--- config.mk ---
export PLATFORM = sky130hd
export DESIGN_NAME = fb_writer
export DESIGN_NICKNAME = d
export VERILOG_FILES = /design/src/rtl/fb_writer.sv
export SDC_FILE = /design/constraint.sdc
export NUM_CORES = 1
export LEC_CHECK = 0
export ABC_CLOCK_PERIOD_IN_PS = 8039
export CAP_MARGIN = 20
export CORE_ASPECT_RATIO = 1.2
export CORE_MARGIN = 4
export CORE_UTILIZATION = 25
export DETAILED_ROUTE_END_ITERATION = 8
export PLACE_DENSITY = 0.42
export RECOVER_POWER = 25
export SYNTH_ARGS = -nofsm -noshare
export SYNTH_HDL_FRONTEND = slang
export SYNTH_SLANG_ARGS = --single-unit
--- constraint.sdc ---
create_clock -name CLK -period 8.04 [get_ports CLK]
set_input_delay 0.804 -clock CLK [delete_from_list [all_inputs] [get_ports CLK]]
set_output_delay 0.804 -clock CLK [all_outputs]
set_load 0.02 [all_outputs]
--- src/rtl/fb_writer.sv ---
// Wishbone write master: buffers an RGB888 pixel stream as RGB565 and writes it
// row-major into the SDRAM framebuffer at BASE_ADR + 2*(HDISP*y + x).
module fb_writer #(
    parameter int unsigned HDISP       = 640,
    parameter int unsigned VDISP       = 480,
    parameter logic [31:0] BASE_ADR    = 32'h0000_0000,
    parameter int unsigned DEPTH_WIDTH = 4
) (
    input  logic        CLK,
    input  logic        rst,
    input  logic        pix_valid,
    output logic        pix_ready,
    input  logic        pix_sof,
    input  logic [7:0]  pix_r,
    input  logic [7:0]  pix_g,
    input  logic [7:0]  pix_b,
    output logic        wshb_cyc,
    output logic        wshb_stb,
    output logic        wshb_we,
    output logic [1:0]  wshb_sel,
    output logic [2:0]  wshb_cti,
    output logic [1:0]  wshb_bte,
    output logic [31:0] wshb_adr,
    output logic [15:0] wshb_dat_ms,
    input  logic        wshb_ack,
    output logic        frame_done,
    output logic        sync_err
);

    localparam int unsigned XW    = (HDISP > 1) ? $clog2(HDISP) : 1;
    localparam int unsigned YW    = (VDISP > 1) ? $clog2(VDISP) : 1;
    localparam int unsigned DEPTH = 1 << DEPTH_WIDTH;
    localparam int unsigned CW    = DEPTH_WIDTH + 1;

    typedef enum logic {SYNC, RUN} state_t;

    state_t                 state_q, state_d;
    logic [DEPTH_WIDTH-1:0] wr_ptr_q, wr_ptr_d;
    logic [DEPTH_WIDTH-1:0] rd_ptr_q, rd_ptr_d;
    logic [CW-1:0]          count_q, count_d;
    logic [XW-1:0]          x_q, x_d;
    logic [YW-1:0]          y_q, y_d;
    logic                   frame_done_q, frame_done_d;
    logic                   sync_err_q, sync_err_d;
    logic [16:0]            mem_q [DEPTH];

    logic        fifo_empty, fifo_full, push, pop, head_sof;
    logic [16:0] head;
    logic [XW-1:0] x_eff;
    logic [YW-1:0] y_eff;
    logic [31:0] pix_idx;
    logic        unused_lsbs;

    assign unused_lsbs = ^{pix_r[2:0], pix_g[1:0], pix_b[2:0]};

    assign fifo_empty = (count_q == '0);
    assign fifo_full  = (count_q == CW'(DEPTH));
    assign head       = mem_q[rd_ptr_q];
    assign head_sof   = head[16];
    assign x_eff      = head_sof ? '0 : x_q;
    assign y_eff      = head_sof ? '0 : y_q;
    assign pix_idx    = 32'(HDISP) * 32'(y_eff) + 32'(x_eff);

    // Ready depends only on the registered fill level: no push into a full FIFO even if it pops.
    assign pix_ready   = (state_q == SYNC) || !fifo_full;
    assign wshb_cyc    = !fifo_empty;
    assign wshb_stb    = !fifo_empty;
    assign wshb_we     = 1'b1;
    assign wshb_sel    = 2'b11;
    assign wshb_cti    = 3'b000;
    assign wshb_bte    = 2'b00;
    assign wshb_adr    = BASE_ADR + {pix_idx[30:0], 1'b0};
    assign wshb_dat_ms = head[15:0];
    assign frame_done  = frame_done_q;
    assign sync_err    = sync_err_q;

    always_comb begin
        state_d      = state_q;
        wr_ptr_d     = wr_ptr_q;
        rd_ptr_d     = rd_ptr_q;
        x_d          = x_q;
        y_d          = y_q;
        frame_done_d = 1'b0;
        sync_err_d   = sync_err_q;

        push = pix_valid && pix_ready && ((state_q == RUN) || pix_sof);
        pop  = wshb_stb && wshb_ack;

        if (push && (state_q == SYNC)) begin
            state_d = RUN;
        end
        if (push) begin
            wr_ptr_d = wr_ptr_q + DEPTH_WIDTH'(1);
        end
        count_d = count_q + CW'(push) - CW'(pop);

        // Write acknowledged: retire head and step the raster position.
        if (pop) begin
            rd_ptr_d     = rd_ptr_q + DEPTH_WIDTH'(1);
            frame_done_d = (x_eff == XW'(HDISP - 1)) && (y_eff == YW'(VDISP - 1));
            if (head_sof) begin
                x_d = XW'(1);
                y_d = '0;
                if ((x_q != '0) || (y_q != '0)) begin
                    sync_err_d = 1'b1;
                end
            end else if (x_q == XW'(HDISP - 1)) begin
                x_d = '0;
                y_d = (y_q == YW'(VDISP - 1)) ? '0 : y_q + YW'(1);
            end else begin
                x_d = x_q + XW'(1);
            end
        end
    end

    always_ff @(posedge CLK) begin
        if (rst) begin
            state_q      <= SYNC;
            wr_ptr_q     <= '0;
            rd_ptr_q     <= '0;
            count_q      <= '0;
            x_q          <= '0;
            y_q          <= '0;
            frame_done_q <= 1'b0;
            sync_err_q   <= 1'b0;
        end else begin
            state_q      <= state_d;
            wr_ptr_q     <= wr_ptr_d;
            rd_ptr_q     <= rd_ptr_d;
            count_q      <= count_d;
            x_q          <= x_d;
            y_q          <= y_d;
            frame_done_q <= frame_done_d;
            sync_err_q   <= sync_err_d;
        end
    end

    // Pixel storage, converted to RGB565 on entry.
    always_ff @(posedge CLK) begin
        if (push) begin
            mem_q[wr_ptr_q] <= {pix_sof, pix_r[7:3], pix_g[7:2], pix_b[7:3]};
        end
    end

endmodule

=== Yosys cells after proc, flatten, opt, wreduce, memory -nomap -nowiden ===
Memories as Yosys holds them, arrays and structs flattened. A register that Yosys moved wholly into a read port is not among the register bits.
Index checks and enable logic that the tools add are counted.

* $add $sub $neg: 7
* $mul: 1
* Divide/modulo/power cells: 0
* $lt $le $gt $ge: 0
* Equal/unequal tests: 5
* Shift-type cells: 0
* Muxes and demuxes: 11
* Bitwise gates (word level): 2
* Reductions and logical operators: 17

{| class="wikitable"
|+ Operators by type and width
! cell !! count
|-
| $mux 9 || 4
|-
| $mux 10 || 3
|-
| $add 19x10->20 || 1
|-
| $eq 10x10->1 const B || 2
|-
| $eq 9x9->1 const B || 2
|-
| $mul 3x9->12 const A || 1
|-
| $add 10x1->10 const B || 1
|-
| $reduce_bool 10->1 || 1
|-
| $add 9x1->9 const B || 1
|-
| $reduce_bool 9->1 || 1
|-
| $add 4x1->4 const B || 2
|-
| $mux 4 || 2
|-
| $add 5x1->5 || 1
|-
| $eq 5x5->1 const B || 1
|-
| $logic_and 1x1->1 || 5
|-
| $logic_not 5->1 || 1
|-
| $sub 5x1->5 || 1
|-
| $logic_or 1x1->1 || 3
|-
| $reduce_and 3->1 || 1
|-
| $logic_not 1->1 || 2
|-
| $mux 1 || 2
|-
| $not 1->1 || 2
|-
| $reduce_and 2->1 || 1
|-
| $reduce_bool 2->1 || 1
|-
| $reduce_or 2->1 || 1
|}

* Flip-flop bits (word level): 35
* Latch bits: 0
* Memory bits (writable): 272
* ROM bits: 0
* Output and inout bits: 61
* Word-level logic and storage cells: 52
* Memories: 1

{| class="wikitable"
|+ Memory list
! name !! words !! width !! rd ports !! clocked after memory_dff !! wr ports !! RTL line !! RTL
|-
| mem_q || 16 || 17 || 1 || 1 || 1 || 45 || <nowiki>logic [16:0] mem_q [DEPTH];</nowiki>
|}

=== Longest topological paths before layout ===
* Depth after elaboration: 7
* Gate-level depth with buffers: 16

=== Worst setup path before layout ===
Ideal clock, no wire load.

* Kind: reg2out
* Start: register (tool-made name)
* End: output port wshb_adr[18]
* Arrival: 4.232 ns
* Data required time: 7.236 ns
* Slack: 3.004 ns
* Stages on the path, launching flop included: 14
* Path through: dfxtp_1 -> buf_6 -> mux4_2 -> mux4_2 -> clkbuf_1 -> nor2_1 -> ha_1 -> inv_1 -> fa_1 -> xor2_1 -> or4_1 -> nor4b_1 -> nand4_1 -> xnor2_1

{| class="wikitable"
|+ RTL lines
! what !! RTL line !! RTL
|-
| end, declared || 23 || <nowiki>output logic [31:0] wshb_adr,</nowiki>
|}

==> summary.md <==
| Metric | Value |
|---|---|
| Final worst path period share | `81.9%` |
| Vias per cell | `4.30` |
| Core Area | `51800 um^2` |
| Synth area leader | `edfxtp_1` |
| Port buffer count | `60` |
| Cell breakdown of the critical path | `buf_4 > mux4_1 > mux4_2 > nor2_1 > ha_1 > inv_1 > fa_1 > xor2_1 > or4_1 > nor4b_1 > nand4_1 > a22oi_2 > clkdlybuf4s50_1` |
| Clk root buf | `clkbuf_16` |
| Max_cap viols | `0` |
| Yosys reg bits | `311` |
| Layout area overhead | `19.3%` |
| Maximum fanout along the worst path | `17` |
| Worst-Skew Late Latency | `540 ps` |
| Largest net degree at the start of global routing | `64` |
| Clk network pwr share | `36.3%` |
| CP max stage cell | `mux4_2` |
| Area contributors post-synth | `edfxtp_1 (62%), mux4_2 (14%), dfxtp_1 (5.9%), ha_1 (2.6%), nor2_1 (1.8%)` |
| Crit start category | `flop` |
| Part of the power in registers | `44.2%` |
| Critical path class | `flop to primary output` |
| Total gr overflow | `0` |
| Initial core utilization | `25.4%` |
| CP required | `7240 ps` |
| 1st-pass router iterations | `6` |
| P_leak | `5.02 nW` |
| Clk buf depth | `3` |
| Die area | `56400 um^2` |
| Pwr dens | `268 nW/um^2` |
| Layout cell share with drive strength beyond 1 | `21.3%` |
| # resized after CTS | `0` |
| Normalized max-slew margin | `30.7%` |
| Clk sinks | `311` |
| Worst R2R Start | `count_q[2]` |
| Starting DRT DRC Count | `301` |
| Max-slew violation count | `0` |
| Post-Syn Area per Cell | `17.3 um^2` |
| Setup Skew | `21.1 ps` |
| Post-CTS Setup Bufs | `0` |
| Hold Buf Count CTS | `0` |
| Switching share of power | `26.7%` |
| # rows | `91` |
| Combinational share of power | `19.6%` |
| Asr flop ratio synth | `0%` |
| Hold path startpoint | `sync_err` |
| Hold crit path type | `flop to flop` |
| WP buf/inv | `3` |
| Synth Instances | `762` |
| Post-synthesis sequential area ratio | `67.9%` |
| Final antenna-violating net count | `0` |
| Dpl hpwl | `18600 um` |
| Final worst slack | `1450 ps` |
| Most common flop cell mapped by yosys | `edfxtp_1` |
| Ys Warns | `0` |
| Tmin final | `6590 ps` |
| DRC | `0` |
| Vias | `6758` |
| CP max stage delay | `680 ps` |
| Finished Layout Cells | `1571` |
| Vias in the first global route | `7230` |
| TritonCTS Buffers | `37` |
| Clock slew at reported path FFs | `50 ps` |
| Outcome | `finished clean` |
| Die H | `259 um` |
| Max H-tree Level | `2` |
| Peak supply drop | `152 uV` |
| Wire length per cell | `20.1 um` |
| Setup_tns | `0 ps` |
| NetSw | `0.00113 W` |
| Die width | `218 um` |
| Hold Violations, Final | `0` |
| Leading cell types in the layout, fill and taps excluded | `edfxtp_1 (272), mux4_2 (83), nor2_1 (51)` |
| Peak Freq | `0.152 GHz` |
| Post-Syn Area | `13200 um^2` |
| Most common cell after layout, fill and taps aside | `edfxtp_1` |
| Post-synthesis cell type count | `57` |
| Final Routed Wirelength | `31500 um` |
| First-pass GRT wire length | `47200 um` |
| Nets@finish | `903` |
| Critical Path AT | `5780 ps` |
| All-layer global routing usage | `11.1%` |
| Final Setup Violations | `0` |
| Placer congestion estimate | `0.720` |
| Share of the synthesized area in the top cell type | `62.0%` |
| Cell family with most CP delay | `simple AND/OR/NAND/NOR gates` |
| Worst setup EP type | `primary output` |
| RSZ-0062 raised after global routing | `no` |
| Internal power | `0.00309 W` |
| Placed insts | `1503` |
| Setup WS pre-CTS | `1940 ps` |
| Worst Tran Pin Value | `1040 ps` |
| IO Count | `90` |
| Initial antenna violation count | `2` |
| CTS tree | `built` |
| Post-synth EDFFs | `272` |
[stage by stage]
step	hold slack (ps)	cell area [um^2]	utilization [%]	total power, W
after global placement	469	14600	28.2	0.00275
final	479	15700	30.3	0.00422
after detailed placement	468	14600	28.2	0.00275
after floorplan	459	13200	-	0.00248
after CTS	482	15700	30.3	0.00431
after global routing	499	15700	30.3	0.00443
[power by group through the flow]
stage          Clock [W]  Sequential [W]  Combinational, W
6_report         0.00153         0.00186          0.000826
5_1_grt          0.00165         0.00187          0.000907
4_1_cts          0.00159         0.00187          0.000855
3_5_place_dp           0         0.00190          0.000851
3_3_place_gp           0         0.00190          0.000851
2_1_floorplan          0         0.00185          0.000630
[kinds of logic after synthesis]
group           after synthesis  share of synthesized area (%)
compound gates               44                           2.20
flops                       311                           67.9
mux                          89                           14.9
other cells                   2                         0.0570
fa+ha+maj                    30                           2.94
xor+xnor                     37                           2.46
buf+inv                      81                           3.20
simple gates                168                           6.31
[metal layers]
layer  up-vias  part of all wire, %  track usage (%)
li1       3090                    -                -
met2       122                   52             19.8
met1      3498                   41             13.6
met4         2                  2.2             3.41
met3        46                  4.1             2.21
met5         -                0.063                0
[sequential cells by signal, summed over array words and instances, names as in the netlist, named ones only]
name / count
sync_err: 1
y_q: 9
wr_ptr_q: 4
mem_q: 272
rd_ptr_q: 4
count_q: 5
frame_done: 1
state_q: 1
x_q: 10
[Yosys cell counts (2+ instances only)]
cell        n
edfxtp_1  272
mux4_2     83
nor2_1     63
dfxtp_1    39
nand2_1    32
ha_1       27
clkbuf_1   26
buf_4      22
inv_1      22
xnor2_1    19
xor2_1     18
nand4_1    13
a21oi_1    12
nor3_1     11
and2_1     10
and3_1      8
o21ai_0     8
nand3_1     5
o21a_1      5
buf_2       4
buf_6       4
a21o_1      3
a31oi_1     3
buf_1       3
mux2i_1     3
nor2_2      3
nor2b_1     3
or3_1       3
or4_1       3
a211oi_1    2
conb_1      2
fa_1        2
mux4_1      2
nand2b_1    2
nor4_1      2
o22ai_1     2
[path summary, 6_finish.rpt]
kind / end / slack, ps / cells after the start
max: wshb_adr[19] / 1450 / 13
min: sync_err / 480 / 2
max reg2reg: count_q[4] / 4340 / 15
min reg2reg: sync_err / 480 / 2
[layout make-up]
class | instances | area [um^2]
antenna | 1 | 2.50
clock buffer | 45 | 956
clock inverter | 22 | 139
fill | 5116 | 36100
inverter | 22 | 82.6
multi-input combinational | 389 | 3930
sequential | 311 | 8960
tap | 697 | 872
timing repair buffer | 84 | 785
[tightest hold or removal path, stage by stage, from the launching register on]
cell     delay, ps
dfxtp_1        330
a31oi_1         40
nor2_1          70
Note: power is estimated with default switching activity, not from simulation.
